`src/rtl/pipe_stage_skid.sv`:
```
// Inter-stage pipeline register with valid/ready flow control,
// an optional 2-entry skid buffer, bubble masking and flush drop counting.
module pipe_stage_skid #(
    parameter int                 DATA_W    = 256,
    parameter int                 CTRL_W    = 8,
    parameter logic [CTRL_W-1:0]  KILL_MASK = CTRL_W'(8'h0F),
    parameter bit                 SKID      = 1'b1,
    parameter int                 CNT_W     = 16
) (
    input  logic              clk,
    input  logic              rst,
    input  logic              in_valid,
    output logic              in_ready,
    input  logic [CTRL_W-1:0] in_ctrl,
    input  logic [DATA_W-1:0] in_data,
    input  logic              bubble,
    input  logic              flush,
    output logic              out_valid,
    input  logic              out_ready,
    output logic [CTRL_W-1:0] out_ctrl,
    output logic [DATA_W-1:0] out_data,
    output logic [1:0]        occupancy,
    output logic [CNT_W-1:0]  drop_cnt
);

    typedef enum logic [1:0] {
        EMPTY = 2'd0,
        ONE   = 2'd1,
        TWO   = 2'd2
    } state_t;

    state_t             state_q, state_d;
    logic [DATA_W-1:0]  m_data_q, m_data_d;
    logic [CTRL_W-1:0]  m_ctrl_q, m_ctrl_d;
    logic [DATA_W-1:0]  s_data_q, s_data_d;
    logic [CTRL_W-1:0]  s_ctrl_q, s_ctrl_d;
    logic [CNT_W-1:0]   drop_q, drop_d;

    logic               accept;
    logic               take;
    logic [CTRL_W-1:0]  in_ctrl_m;
    logic [2:0]         drop_inc;
    logic [CNT_W:0]     drop_sum;

    assign out_valid = (state_q != EMPTY);
    assign occupancy = state_q;
    assign out_data  = m_data_q;
    assign out_ctrl  = m_ctrl_q & ~(KILL_MASK & {CTRL_W{~out_valid}});
    assign drop_cnt  = drop_q;

    // Skid mode derives in_ready from state only, so no path from out_ready.
    generate
        if (SKID) begin : g_skid
            assign in_ready = (state_q != TWO);
        end else begin : g_noskid
            assign in_ready = ~out_valid | out_ready;
        end
    endgenerate

    assign accept    = in_valid & in_ready;
    assign take      = out_valid & out_ready;
    assign in_ctrl_m = in_ctrl & ~(KILL_MASK & {CTRL_W{bubble}});

    // A beat delivered downstream in the flush cycle is not a drop.
    assign drop_inc = {1'b0, occupancy} + {2'b00, accept} - {2'b00, take};
    assign drop_sum = {1'b0, drop_q} + (CNT_W + 1)'(drop_inc);

    always_comb begin
        state_d  = state_q;
        m_data_d = m_data_q;
        m_ctrl_d = m_ctrl_q;
        s_data_d = s_data_q;
        s_ctrl_d = s_ctrl_q;
        drop_d   = drop_q;

        if (flush) begin
            state_d = EMPTY;
            drop_d  = drop_sum[CNT_W] ? {CNT_W{1'b1}} : drop_sum[CNT_W-1:0];
        end else begin
            unique case (state_q)
                EMPTY: begin
                    if (accept) begin
                        state_d  = ONE;
                        m_data_d = in_data;
                        m_ctrl_d = in_ctrl_m;
                    end
                end
                ONE: begin
                    if (accept && take) begin
                        m_data_d = in_data;
                        m_ctrl_d = in_ctrl_m;
                    end else if (accept) begin
                        state_d  = TWO;
                        s_data_d = in_data;
                        s_ctrl_d = in_ctrl_m;
                    end else if (take) begin
                        state_d = EMPTY;
                    end
                end
                TWO: begin
                    if (take) begin
                        state_d  = ONE;
                        m_data_d = s_data_q;
                        m_ctrl_d = s_ctrl_q;
                        s_data_d = '0;
                        s_ctrl_d = '0;
                    end
                end
                default: state_d = EMPTY;
            endcase
        end
    end

    always_ff @(posedge clk or posedge rst) begin
        if (rst) begin
            state_q  <= EMPTY;
            m_data_q <= '0;
            m_ctrl_q <= '0;
            s_data_q <= '0;
            s_ctrl_q <= '0;
            drop_q   <= '0;
        end else begin
            state_q  <= state_d;
            m_data_q <= m_data_d;
            m_ctrl_q <= m_ctrl_d;
            s_data_q <= s_data_d;
            s_ctrl_q <= s_ctrl_d;
            drop_q   <= drop_d;
        end
    end

endmodule

```
`config.mk`:
```
export PLATFORM = sky130hd
export DESIGN_NAME = pipe_stage_skid
export DESIGN_NICKNAME = d
export VERILOG_FILES = /design/src/rtl/pipe_stage_skid.sv
export SDC_FILE = /design/constraint.sdc
export NUM_CORES = 1
export LEC_CHECK = 0
export BUFFER_PORTS_ARGS = -buffer_cell sky130_fd_sc_hd__buf_2
export CORE_AREA = 2 2 217 219
export DETAILED_ROUTE_END_ITERATION = 8
export DIE_AREA = 0 0 219 221
export PLACE_DENSITY_LB_ADDON = 0.2
export SLEW_MARGIN = 20
export SYNTH_ARGS = -nofsm -noshare
export SYNTH_HDL_FRONTEND = slang
export SYNTH_SLANG_ARGS = --single-unit
```
`constraint.sdc`:
```
create_clock -name clk -period 46.2 [get_ports clk]
set_clock_uncertainty 0.1 [all_clocks]
set_input_delay 9.24 -clock clk [delete_from_list [all_inputs] [get_ports clk]]
set_output_delay 9.24 -clock clk [all_outputs]
set_load 0.005 [all_outputs]
```
==> flow_summary_export.csv <==
group,metric,value,unit
setup_path,worstSetupPathType,"input pin to flop",
yosys,synthCells,2387,
setup_path,critPathArrivalTime,12.40,ns
sta,rsz0062_at_grt,"no",
pwr,power_frac_seq,48.8,%
global_routing,grt_pass1_vias,18300,
pwr,p_sw,0.000420,W
sta,finalHoldViolCount,0,
layout,layout_common_cells,"nand2_1, buf_2, dfrtp_1",
yosys,synthArstFlopShare,100,%
routing,vias,18400,
yosys,synth.net_count,2664,
routing,remaining_drc_errors,0,
placed_design,dp_hpwl,41400,um
global_routing,grt_pass1_wl,97800,um
status,status,"finished clean",
die,ios,554,
global_routing,overflow,0,
clock_tree,ctsHoldBuffers,0,
global_routing,grt_use_total,25.4,%
layout,instances_no_fill,3511,
sta,fmaxAchievable,83.3,MHz
placed_design,io_buffers,553,
yosys,synthFlopType,"dfrtp_1",
sta,max_slew_margin,25.7,%
sta,finalSetupViolations,0,
sta,min_period,12.00,ns
clock_tree,cts.repair.resized,0,
routing,drtIter0Drc,1546,
layout,final_common_cell,"nand2_1",
placed_design,gp_congestion,0.839,
sta,min_period_over_period,26.0,%
layout,final_nets,3137,
sta,worstMarginPinSlew,1.11,ns
clock_tree,clk_pin_slew,0.06,ns
placed_design,place_area,26300,sq um
yosys,yosys_warnings,0,
die,start_util,50.9,%
clock_tree,cts_setup_buffers,0,
layout,final_area,28200,sq um
yosys,seq_area_frac_synth,58.3,%
sta,drv_slew,0,
yosys,yosysUniqueCellTypes,43,
setup_path,cp-start-kind,"input pin",
clock_tree,clk_latency,0.59,ns
layout,fill_cells,3885,
pwr,irDropWorstVdd,34.2,uV
global_routing,antenna_found_initial,16,
clock_tree,clock-sinks,546,
layout,post-route-util,61.2,%
die,rows,79,
clock_tree,tritoncts,"done",
clock_tree,cts_inserted_buffers,56,
pwr,switching_share,28.8,%
routing,wl,61800,um
clock_tree,clock-root-buffer,"clkbuf_16",
routing,detail-route-antenna-nets,0,
setup_path,crit_required,46.60,ns
pwr,p_per_area,51.8,nW/um^2
die,die_w,219,um
clock_tree,cts.path.max_buffers,3,
pwr,p_leak,14.5,nW
die,dieArea,48400,sq um
pwr,p_int,0.00104,W
routing,viasPerCell,5.23,
routing,first_pass_iters,5,
setup_path,path_max_fanout,118,
global_routing,grt_max_degree,245,
yosys,syn_avg_cell_area,9.83,sq um
yosys,synth_edf_count,0,
routing,wire_per_inst,17.6,um
yosys,synth.cell_area,23500,sq um
yosys,synth_seq_cells,546,
sta,setup_tns,0,ns
pwr,p_clk_share,30.9,%
placed_design,dp.cells,3408,
die,die_y,221,um
die,core_area,46100,sq um
run,drv_cap,0,
clock_tree,h-tree-depth,2,
pwr,p_comb_share,20.3,%
setup_path,end_kind,"flop",
pwr,finalPower,0.00146,W
worst_hold_path,hold_path.class,"flop to flop",
layout,drive_gt1_share,32.0,%
layout,area_growth,20.3,%
## through the flow
step | hold slack [ns] | setup WS (ns)
global route | 0.400 | 33.88
global placement | 0.361 | 33.52
finish | 0.376 | 34.20
floorplan | 0.350 | 21.60
CTS | 0.383 | 33.98
detailed placement | 0.370 | 33.35
## power groups by stage
stage	logic (W)	clock network, W	registers, W
6_report	0.000297	0.000451	0.000713
4_1_cts	0.000301	0.000460	0.000713
2_1_floorplan	0.000175	0	0.000701
3_5_place_dp	0.000300	0	0.000719
3_3_place_gp	0.000288	0	0.000712
5_1_grt	0.000335	0.000480	0.000730
## cells in the mapped netlist (3+ instances only)
cell type / number / share of area (%)
a22o_1: 4 / 0.15
buf_1: 18 / 0.29
buf_2: 44 / 0.94
buf_4: 31 / 0.99
buf_6: 11 / 0.53
clkbuf_1: 51 / 0.82
dfrtp_1: 546 / 58
ha_1: 5 / 0.27
inv_1: 9 / 0.14
mux2_2: 265 / 13
nand2_1: 1063 / 17
nand2b_1: 3 / 0.080
nand3_1: 8 / 0.17
nor2_1: 6 / 0.096
nor2b_1: 8 / 0.21
o21ai_0: 91 / 1.9
o21ai_1: 181 / 3.9
or3_1: 5 / 0.13
xnor2_1: 4 / 0.15
xor2_1: 3 / 0.11
## per-layer routing
layer,vias to the layer above,wire [um],GRT usage (%),part of all wire [%]
met3,135,4580,6.85,7.4
met2,570,29400,40.6,48
met5,-,160,0,0.26
met1,8952,25400,33.0,41
met4,26,2210,9.70,3.6
li1,8683,-,-,-
## final cells by class
cell class	instances	area, sq um	area share [%]
tap	607	759	2.69
sequential	546	13700	48.4
inverter	10	52.6	0.186
clock inverter	15	178	0.630
timing repair buffer	570	2950	10.5
clock buffer	84	1660	5.88
multi-input combinational	1676	8940	31.7
antenna	3	7.51	0.0266
## cell families (layout without fill, tap and decap cells)
logic type / Yosys count / in the layout / synth area share, %
AOI/OAI and AO/OA: 289 / 289 / 6.38
other: 0 / 3 / 0
adders and majority gates: 7 / 7 / 0.437
and+or+nand+nor: 1106 / 1106 / 18.1
muxes: 267 / 267 / 12.8
DFF: 546 / 546 / 58.3
buffers and inverters: 165 / 679 / 3.72
xor gates and xnor gates: 7 / 7 / 0.261
## final timing paths
kind,from,to,slack [ns],cells past startpoint
worst min-delay path,s_data_q[170],s_data_q[170],0.38,2
max in group asynchronous,rst,out_data[97],35.07,5
min in group asynchronous,rst,out_data[0],8.77,2
worst max register to register,occupancy[1],s_data_q[104],41.87,10
worst max-delay path,out_ready,s_data_q[104],34.20,9
worst min register to register,s_data_q[170],s_data_q[170],0.38,2
## flip-flops by register name (all words and copies together) (netlist names)
name	flops
out_data	256
s_data_q	256
drop_cnt	16
m_ctrl_q	8
s_ctrl_q	8
occupancy	2
## worst max-delay path: stages
cell	delay, ns
buf_2	0.12
nor2b_1	0.21
ha_1	0.22
nand4bb_1	0.18
a21o_4	0.74
buf_4	0.66
buf_6	0.67
nand2_1	0.13
o21ai_1	0.11
(Power assumes the default switching activity.)
